## src/rtl/sorter_arb_pkg.sv

```systemverilog
// Shared types and helpers for the sorter arbiter slice: FSM state
// encoding, grant-index width and the round-robin pointer advance.
package sorter_arb_pkg;

    typedef enum logic [2:0] {
        IDLE      = 3'd0,
        XFER      = 3'd1,
        DROP      = 3'd2,
        WAIT_BUSY = 3'd3,
        WAIT_DONE = 3'd4
    } state_t;

    // Width of a requester index; never narrower than one bit.
    function automatic int grant_w(input int num_req);
        return (num_req > 1) ? $clog2(num_req) : 1;
    endfunction

    // Requester index that follows idx, wrapping at num_req.
    function automatic int rr_next(input int idx, input int num_req);
        return (idx + 1 >= num_req) ? 0 : idx + 1;
    endfunction

endpackage

```

## src/rtl/rr_arbiter.sv

```systemverilog
// Combinational round-robin picker: the first set request at or above
// ptr wins, otherwise the first set request below ptr. Outputs a one-hot
// grant and the matching index.
module rr_arbiter
    import sorter_arb_pkg::*;
#(
    parameter int NUM_REQ = 4,
    parameter int GRANT_W = grant_w(NUM_REQ)
) (
    input  logic [NUM_REQ-1:0] req,
    input  logic [GRANT_W-1:0] ptr,
    output logic [NUM_REQ-1:0] gnt,
    output logic [GRANT_W-1:0] gnt_idx
);

    logic found;

    // Two ordered scans: upper half from ptr first, then the wrap-around part.
    always_comb begin
        // NOTE: every signal written here gets a default first so no latch is inferred.
        gnt     = '0;
        gnt_idx = '0;
        found   = 1'b0;
        for (int i = 0; i < NUM_REQ; i++) begin
            if (!found && req[i] && (GRANT_W'(i) >= ptr)) begin
                gnt[i]  = 1'b1;
                gnt_idx = GRANT_W'(i);
                found   = 1'b1;
            end
        end
        for (int i = 0; i < NUM_REQ; i++) begin
            if (!found && req[i] && (GRANT_W'(i) < ptr)) begin
                gnt[i]  = 1'b1;
                gnt_idx = GRANT_W'(i);
                found   = 1'b1;
            end
        end
    end

endmodule

```

## src/rtl/sorter_arbiter.sv

```systemverilog
// Shares one sorter sink port between NUM_REQ packet sources. Grants
// round-robin per packet, forwards the packet with one cycle of latency,
// truncates at MAX_LENGTH words (remaining words are drained silently) and
// then waits for the sorter's ready to fall and rise again before the next
// grant. If ready never falls within BUSY_TIMEOUT cycles the job is
// considered not taken and the arbiter returns to IDLE.
// Optional build macro SORTER_ARB_STATS_EN adds pkt_cnt / trunc_cnt outputs.
module sorter_arbiter
    import sorter_arb_pkg::*;
#(
    parameter int DATA_WIDTH   = 8,
    parameter int MAX_LENGTH   = 16,
    parameter int NUM_REQ      = 4,
    parameter int BUSY_TIMEOUT = 64
) (
    input  logic                            snk_clock,
    input  logic                            snk_reset_n,
    input  logic [NUM_REQ-1:0]              req_valid,
    input  logic [NUM_REQ-1:0]              req_sop,
    input  logic [NUM_REQ-1:0]              req_eop,
    input  logic [NUM_REQ*DATA_WIDTH-1:0]   req_data,
    output logic [NUM_REQ-1:0]              req_ready,
    input  logic                            srt_ready,
    output logic                            srt_valid,
    output logic                            srt_sop,
    output logic                            srt_eop,
    output logic [DATA_WIDTH-1:0]           srt_data,
    output logic [grant_w(NUM_REQ)-1:0]     grant_id,
    output logic                            busy
`ifdef SORTER_ARB_STATS_EN
    ,
    output logic [15:0]                     pkt_cnt,
    output logic [15:0]                     trunc_cnt
`endif
);

    localparam int GRANT_W = grant_w(NUM_REQ);
    localparam int CNT_W   = $clog2(MAX_LENGTH) + 1;
    localparam int TMR_W   = $clog2(BUSY_TIMEOUT + 1);
    localparam logic [CNT_W-1:0] LAST_WORD = CNT_W'(MAX_LENGTH - 1);
    localparam logic [TMR_W-1:0] LAST_TICK = TMR_W'(BUSY_TIMEOUT - 1);

    state_t                 state;
    state_t                 next_state;
    logic                   rdy_meta;
    logic                   rdy_s;
    logic [GRANT_W-1:0]     ptr;
    logic [CNT_W-1:0]       word_cnt;
    logic [TMR_W-1:0]       busy_tmr;

    logic [NUM_REQ-1:0]     arb_gnt;
    logic [GRANT_W-1:0]     arb_idx;
    logic                   arb_any;

    logic [NUM_REQ-1:0]     sel_onehot;
    logic                   cur_valid;
    logic                   cur_eop;
    logic [DATA_WIDTH-1:0]  cur_data;

    logic                   do_grant;
    logic                   fwd_word;
    logic                   pkt_done;

    rr_arbiter #(
        .NUM_REQ (NUM_REQ),
        .GRANT_W (GRANT_W)
    ) u_rr_arbiter (
        .req     (req_valid & req_sop),
        .ptr     (ptr),
        .gnt     (arb_gnt),
        .gnt_idx (arb_idx)
    );

    assign arb_any = |arb_gnt;
    assign busy    = (state != IDLE);

    // Bring the sorter's ready into this clock domain before any use.
    always_ff @(posedge snk_clock or negedge snk_reset_n) begin
        if (!snk_reset_n) begin
            rdy_meta <= 1'b0;
            rdy_s    <= 1'b0;
        end else begin
            // NOTE: sequential state uses non-blocking assignments so every flop samples pre-edge values.
            rdy_meta <= srt_ready;
            rdy_s    <= rdy_meta;
        end
    end

    // Select the granted requester's word and its one-hot ready position.
    always_comb begin
        sel_onehot = '0;
        cur_valid  = 1'b0;
        cur_eop    = 1'b0;
        cur_data   = '0;
        for (int i = 0; i < NUM_REQ; i++) begin
            if (grant_id == GRANT_W'(i)) begin
                sel_onehot[i] = 1'b1;
                cur_valid     = req_valid[i];
                cur_eop       = req_eop[i];
                cur_data      = req_data[i*DATA_WIDTH +: DATA_WIDTH];
            end
        end
    end

    // FSM state register.
    always_ff @(posedge snk_clock or negedge snk_reset_n) begin
        if (!snk_reset_n) begin
            state <= IDLE;
        end else begin
            state <= next_state;
        end
    end

    // FSM next state plus the ready vector and datapath strobes.
    always_comb begin
        next_state = state;
        req_ready  = '0;
        do_grant   = 1'b0;
        fwd_word   = 1'b0;
        pkt_done   = 1'b0;
        case (state)
            IDLE: begin
                if (rdy_s && arb_any) begin
                    do_grant   = 1'b1;
                    next_state = XFER;
                end
            end
            XFER: begin
                req_ready = sel_onehot;
                fwd_word  = cur_valid;
                if (cur_valid && cur_eop) begin
                    pkt_done   = 1'b1;
                    next_state = WAIT_BUSY;
                end else if (cur_valid && (word_cnt == LAST_WORD)) begin
                    next_state = DROP;
                end
            end
            DROP: begin
                req_ready = sel_onehot;
                if (cur_valid && cur_eop) begin
                    pkt_done   = 1'b1;
                    next_state = WAIT_BUSY;
                end
            end
            WAIT_BUSY: begin
                if (!rdy_s) begin
                    next_state = WAIT_DONE;
                end else if (busy_tmr == LAST_TICK) begin
                    next_state = IDLE;
                end
            end
            WAIT_DONE: begin
                if (rdy_s) begin
                    next_state = IDLE;
                end
            end
            default: next_state = IDLE;
        endcase
    end

    // Output registers, grant/pointer bookkeeping, word count and busy timer.
    always_ff @(posedge snk_clock or negedge snk_reset_n) begin
        if (!snk_reset_n) begin
            srt_valid <= 1'b0;
            srt_sop   <= 1'b0;
            srt_eop   <= 1'b0;
            srt_data  <= '0;
            grant_id  <= '0;
            ptr       <= '0;
            word_cnt  <= '0;
            busy_tmr  <= '0;
        end else begin
            srt_valid <= fwd_word;
            srt_sop   <= fwd_word && (word_cnt == '0);
            srt_eop   <= fwd_word && (cur_eop || (word_cnt == LAST_WORD));
            if (fwd_word) begin
                srt_data <= cur_data;
            end

            if (do_grant) begin
                grant_id <= arb_idx;
                word_cnt <= '0;
            end else if (fwd_word) begin
                word_cnt <= word_cnt + 1'b1;
            end

            if (pkt_done) begin
                ptr <= GRANT_W'(rr_next(int'(grant_id), NUM_REQ));
            end

            // Timer only runs while waiting for ready to fall; clears otherwise.
            if (state == WAIT_BUSY) begin
                busy_tmr <= busy_tmr + 1'b1;
            end else begin
                busy_tmr <= '0;
            end
        end
    end

`ifdef SORTER_ARB_STATS_EN
    // Packet statistics, bumped on entry to WAIT_BUSY; wrap at 2^16.
    always_ff @(posedge snk_clock or negedge snk_reset_n) begin
        if (!snk_reset_n) begin
            pkt_cnt   <= '0;
            trunc_cnt <= '0;
        end else if (pkt_done) begin
            if (state == XFER) begin
                pkt_cnt <= pkt_cnt + 1'b1;
            end else begin
                trunc_cnt <= trunc_cnt + 1'b1;
            end
        end
    end
`endif

endmodule

```

## config.mk

```make
export PLATFORM = sky130hd
export DESIGN_NAME = sorter_arbiter
export DESIGN_NICKNAME = d
export VERILOG_FILES = /design/src/rtl/sorter_arb_pkg.sv /design/src/rtl/rr_arbiter.sv /design/src/rtl/sorter_arbiter.sv
export SDC_FILE = /design/constraint.sdc
export NUM_CORES = 1
export LEC_CHECK = 0
export CAP_MARGIN = 20
export CORE_UTILIZATION = 35
export CTS_CLUSTER_SIZE = 14
export DETAILED_ROUTE_END_ITERATION = 7
export HOLD_SLACK_MARGIN = 0.03
export PLACE_DENSITY_LB_ADDON = 0.08
export SLEW_MARGIN = 20
export SYNTH_ARGS = -nofsm -noshare
export SYNTH_HDL_FRONTEND = slang
export SYNTH_HIERARCHICAL = 1
export SYNTH_SLANG_ARGS = --single-unit
```

## constraint.sdc

```tcl
create_clock -name snk_clock -period 1.95 [get_ports snk_clock]
set_input_delay 0.2925 -clock snk_clock [delete_from_list [all_inputs] [get_ports snk_clock]]
set_output_delay 0.2925 -clock snk_clock [all_outputs]
set_load 0.01 [all_outputs]
```

==> impl_results.md <==
- Violations in the final reports: negative setup slack
- Proportion of power drawn by combinational gates: 66.1%
- CTS Sinks: 32
- Number of routed nets with antenna violations: 0
- # fillers: 515
- Worst min-delay path category: reg2reg
- Crit path required time: 2.12 ns
- Hold path cells: 0
- RSZ-0062 raised after global routing: true
- Total die area: 6310 um^2
- Longest Clk Path Bufs: 2
- Initial standard-cell utilization of the core: 37.2%
- Nets: 389
- Antenna diode count: 0
- Setup WS post-layout: -0.127 ns
- GRT Resource Usage Total: 17.8%
- Number of cell rows: 27
- Number of max-cap violations: 0
- Slowest cell on the critical path: sky130_fd_sc_hd__dfrtp_2
- Number of global-route vias before repair: 1987
- Endpoint arrival time on the critical path: 2.25 ns
- Number of distinct library cell variants in the gate-level netlist after synthesis: 48
- Critical Path, Cell by Cell: buf_4 -> o21a_1 -> o22ai_1 -> and2_1 -> or4_4 -> o32ai_4 -> a2111oi_4 -> mux2_1
- Die width: 79.4 um
- Area inside the core boundary: 5640 um^2
- Proportion of layout cells with a drive suffix above 1: 32.5%
- Post-route cell area: 3480 um^2
- First-pass GRT wire length: 8.77 mm
- Final period demand of the worst path: 2.08 ns
- Post-Synthesis Cells: 227
- Worst Max-Slew Pin Slew: 0.399 ns
- Residual overflow from global routing: 0
- Mean number of vias per cell: 4.94
- Insertion delay to the later sink of the worst-skew pair: 0.29 ns
- Worst Skew: 0.00814 ns
- Worst Setup Start Kind: register
- Hold violation total from the final report: 0
- Switching power: 0.00193 W
- Max-slew headroom at the worst pin: 73.4%
- Number of remaining DRC errors: 0
- CTS clock-pin slew for the worst setup and hold paths: 0.07 ns
- Net count after synthesis: 282
- Global placer's final weighted congestion: 0.780
- H-tree depth: 2
- Most common cell after layout, fill and taps aside: sky130_fd_sc_hd__clkdlybuf4s50_1
- Per-instance average area after synthesis: 9.24 um^2
- Post-synthesis register bit count: 32
- Top-level port count: 65
- Switch share: 37.9%
- Syn-to-layout area delta: 65.9%
- Clock Power Share: 12.3%
- Final Routed Wirelength: 5.46 mm
- Category of the most critical setup path: reg2reg
- Final period util: 106%
- Clock buffers created by TritonCTS: 5
- Number of synthesis warnings: 6
- Top flip-flop cell by instance count after synthesis: sky130_fd_sc_hd__dfrtp_1
- Kind of end point of the critical path: register
- Number of port buffers: 64
- Placed wire-length estimate after detailed placement: 3.91 mm
- Total power of the final layout: 0.00509 W
- Die Span Y: 79.4 um
- Asr flop ratio synth: 100%
- Total power divided by cell area: 1460 nW/um^2
- Post-place instance area: 3050 um^2
- Synthesized area: 2100 um^2
- Clock Tree Root: sky130_fd_sc_hd__clkbuf_8
- Post-DR wirelength/cell: 13.4 um
- Proportion of synthesized chip area in sequential cells: 38.2%
- Maximum number of pins on one net before global-route repair: 33
- Number of setup violations in the final report: 12
- Internal portion of total power: 0.00316 W
- Part of the total power dissipated in sequential elements: 21.6%
- Clock tree from TritonCTS: done
- Largest stage delay, worst path: 0.46 ns
- Number of hold buffers added after cts: 0
- Critical-path maximum fanout: 7
- Peak ir drop on the vdd network: 955 uV
- Most used cells in the layout excluding fill and tap cells: sky130_fd_sc_hd__clkdlybuf4s50_1 (50), sky130_fd_sc_hd__buf_4 (41), sky130_fd_sc_hd__dfrtp_1 (28), sky130_fd_sc_hd__nand2_1 (23), sky130_fd_sc_hd__a21oi_1 (23)
- Count of pins over their slew limit: 0
- Setup slack after placement: -0.594 ns
- Status: finished with violations
- Area of combinational cells with multiple inputs: 1410 um^2
- Fin Setup TNS: -0.561 ns
- Area taken by flip-flops and latches: 806 um^2
- Initial antenna violation count: 0
- Number of flops mapped to enable cells by yosys: 0
- Top achievable clock speed: 0.482 GHz
- Worst reg2reg path depth: 8
- Iteration-0 DRC Markers: 48
- Detailed-route via count: 2011
- Leakage power total: 1.50 nW
- Iteration count of the initial detailed-routing pass: 4
-- power groups by stage --
stage	Sequential, W	Clock [W]	Combinational [W]
floorplan	0.00109	0	0.00159
global placement	0.00108	0	0.00264
detailed placement	0.00109	0	0.00266
CTS	0.00107	0.000640	0.00303
global route	0.00113	0.000673	0.00366
finish	0.00110	0.000627	0.00337
-- cell type report --
cell class / instances / area share [%]
multi-input combinational: 174 / 40.5
timing repair buffer: 112 / 29.3
clock inverter: 3 / 1.22
clock buffer: 5 / 1.98
inverter: 8 / 1.08
timing repair inverter: 1 / 0.216
tap: 72 / 2.59
sequential: 32 / 23.1
-- timing repair --
| action | in CTS | in global routing |
|---|---|---|
| gates resized for setup | 42 | 31 |
| pin swaps | 21 | 7 |
| setup buffers | 9 | 4 |
| gates cloned | 1 | 0 |
| setup endpoints to repair | 23 | 20 |
-- cell usage after synthesis, types with 4 or more instances --
cell type	number	area, um^2
sky130_fd_sc_hd__a21oi_1	24	120
sky130_fd_sc_hd__and2_1	11	68.8
sky130_fd_sc_hd__buf_4	4	30.0
sky130_fd_sc_hd__dfrtp_1	32	801
sky130_fd_sc_hd__ha_1	8	100
sky130_fd_sc_hd__inv_1	7	26.3
sky130_fd_sc_hd__mux2_2	11	124
sky130_fd_sc_hd__nand2_1	23	86.3
sky130_fd_sc_hd__nand3_1	10	50.1
sky130_fd_sc_hd__nand3b_1	12	90.1
sky130_fd_sc_hd__nor2_1	12	45.0
sky130_fd_sc_hd__nor2b_1	4	25.0
sky130_fd_sc_hd__o21ai_0	13	65.1
-- stage by stage --
stage / util (%) / hold WS [ns] / cells
5_1_grt: 61.7 / 0.356 / 407
4_1_cts: 59.0 / 0.355 / 403
3_3_place_gp: 54.0 / 0.334 / 385
3_5_place_dp: 54.0 / 0.338 / 385
2_1_floorplan: - / -0.00309 / 227
6_report: 61.7 / 0.353 / 407
-- cells by family (layout without fill, tap and decap cells) --
family	Yosys count	count (layout)	share of synthesized area, %
compound gates	56	56	17.7
xor+xnor	5	5	2.09
fa+ha+maj	8	8	4.77
buf+inv	21	129	5.55
flops	32	32	38.2
mux	14	14	7.45
simple gates	91	91	24.3
-- layer usage --
metal / up-vias / track usage, % / share of wire, % / wire (um)
li1: 1015 / - / - / -
met1: 936 / 21.2 / 45 / 2460
met2: 55 / 31.5 / 49 / 2700
met3: 5 / 4.34 / 5.0 / 272
met4: 0 / 4.73 / 0.51 / 28
met5: - / 0 / 0 / 0
-- flip-flops by register name, indices dropped and copies added (netlist names) --
register / count
busy_tmr: 7
grant_id: 2
ptr: 2
rdy_meta: 1
rdy_s: 1
srt_data: 8
srt_eop: 1
srt_sop: 1
srt_valid: 1
state: 3
word_cnt: 5
-- worst max-delay path, delay by kind of cell (launching register included) --
| family | cells | cell delay (ns) |
|---|---|---|
| compound gates | 4 | 0.71 |
| flops | 1 | 0.46 |
| mux | 1 | 0.36 |
| simple gates | 2 | 0.28 |
| buf+inv | 1 | 0.16 |
-- path summary, 6_finish.rpt --
kind / endpoint / from / slack [ns]
setup / recovery: state[0] / ptr[1] / -0.13
hold / removal: rdy_s / rdy_meta / 0.35
min in group asynchronous: state[1] / snk_reset_n / 0.41
setup reg to reg: state[0] / ptr[1] / -0.13
max in group asynchronous: ptr[1] / snk_reset_n / 1.23
hold reg to reg: rdy_s / rdy_meta / 0.35
(Power assumes the default switching activity.)
==> RTL edit: new RTL, config.mk and constraints unchanged <==
Compare `word_cnt` against `LAST_WORD` with >= in place of ==.
--- a/src/rtl/sorter_arbiter.sv
+++ b/src/rtl/sorter_arbiter.sv
@@ -133,3 +133,3 @@
                     next_state = WAIT_BUSY;
-                end else if (cur_valid && (word_cnt == LAST_WORD)) begin
+                end else if (cur_valid && (word_cnt >= LAST_WORD)) begin
                     next_state = DROP;
Check against the original RTL: same outputs for any inputs over 10 cycles, from zero or initial values and one cycle with snk_reset_n low; that may be too few to reach the edited logic, so the function may still have changed.
==> RTL edit against the original RTL <==
  * The run still ends with negative setup slack left
  * Critical path depth fell by 1
  * Clock power rose by 11%
  * Power fell by 3.5%
  * Area after synthesis rose by 5.1%
  * Global-route usage rose by 1.3 points
  * Worst setup slack improved by 0.091 ns
  * Wire length rose by 3.7%
  * Design area fell by 0.40%
  * Largest power group unchanged
  * Sequential cell count did not move
==> RTL edit: results (changes against the original RTL) <==
Critical path:
- The startpoint identified for the worst register-to-register timing path is ptr[0].
- The data arrival time of the worst path came to 2.15 ns (-0.10 ns).
- The endpoint of the lowest-slack register-to-register path is grant_id[0].
- The largest fanout of any net on the critical path came to 8 (+1).

Synth:
- The fraction of the mapped netlist area in compound gates is 22.1% (+4.5 points).
- Ranked by instance count, the synthesized netlist is headed by 32 x sky130_fd_sc_hd__dfrtp_1, 22 x sky130_fd_sc_hd__a21oi_1, 19 x sky130_fd_sc_hd__nand2_1.
- The post-synth net total is 290 (+2.8%).
- The mux cell area share after synthesis is 9.42% (+2.0 points).
- The synthesized-area fraction occupied by adder cells is 4.54% (-0.23 points).

Cells and area:
- The fraction of area in registers came to 23.2% (+0.092 points).
- The count of fill cells added during filler insertion is 536 (+4.1%).
- The final net count was 394 (+1.3%).
- The count of clock buffers in the final design came to 7 (+2).
- The number of non-clock inverters in the layout is 15 (+6).
- The post-layout instance count excluding filler cells is 415 (+2.0%).
- The total number of multi-input combinational cells is 171 (-1.7%).
- The buffering overhead came to 30.5% (+1.2 points).
- The final-layout clock-cell area share is 3.64% (+0.45 points).
- The fraction of final layout cells sized beyond drive strength 1 is 30.6% (-1.9 points).

Power and ir drop:
- The clock power share is 14.2% (+1.9 points).
- The worst supply voltage drop on vdd is 658 uV (-31%).
- The power density over the cells is 1420 mW/mm2 (-3.2%).
- The switching component of the power came to 1790 uW (-7.1%).
- The reported leakage power is 0.00159 uW (+6.0%).

Timing:
- The worst slew slack as a fraction of its limit was 72.4% (-0.97 points).
- The clock skew after layout is 0.00853 ns (+0.000389 ns).
- The setup-violating endpoint count in the final report came to 2 (-10).
- The setup TNS is -0.0636 ns (+0.497 ns).
- The final worst-path setup slack is -0.0356 ns (+0.0911 ns).

CTS:
- The count of buffers added by post-CTS timing repair for setup is 11 (+2).
- The quantity of gates resized following cts is 33 (-21%).

Global routing:
- The global-route track usage on met3 is 5.96% (+1.6 points).
- The global routing met1 resource utilization is 23.9% (+2.6 points).
- The routing usage on met2 came to 31.6% (+0.045 points).
- The number of global-route vias before repair came to 2093 (+5.3%).

Placed design:
- The HPWL reported at the end of detailed placement is 4.14 mm (+6.0%).
- The placed cell area came to 0.00311 mm2 (+2.1%).

Drt:
- The met3 routed wirelength is 352 um (+29%).
- The total wire length after detailed routing was 5.66 mm (+3.7%).
- The detailed-route via count was 2049 (+1.9%).

Die:
- The number of tap cells added at floorplan is 75 (+4.2%).

Outcome:
- The checks that failed: negative setup slack.
- The flow ran to the end, but the final reports show violations.
## RTL edit: cell count changes after synthesis, sizes merged, moves of 3 or more
cell    unedited run  this run
nand3b            13         3
a22o               0         8
buf                7        14
inv                8        15
nand3             10         3
nand2             24        19
mux2i              1         5
nand4              0         4
and3               3         6
clkbuf             6         3
## RTL edit: critical path, delay by kind of cell (launching register included)
| family | cells | cell delay, ns |
|---|---|---|
| compound gates | 3 | 0.57 |
| flops | 1 | 0.47 |
| mux | 1 | 0.34 |
| simple gates | 2 | 0.33 |
| buf+inv | 1 | 0.15 |
## RTL edit: how the worst min path moves through the flow
stage	end	slack, ns	depth (start not counted)
2_1_floorplan	busy_tmr[0]	-0.003	0
4_1_cts	rdy_s	0.36	0
3_5_place_dp	rdy_s	0.34	0
3_3_place_gp	rdy_s	0.34	0
5_1_grt	rdy_s	0.36	0
6_report	rdy_s	0.36	0
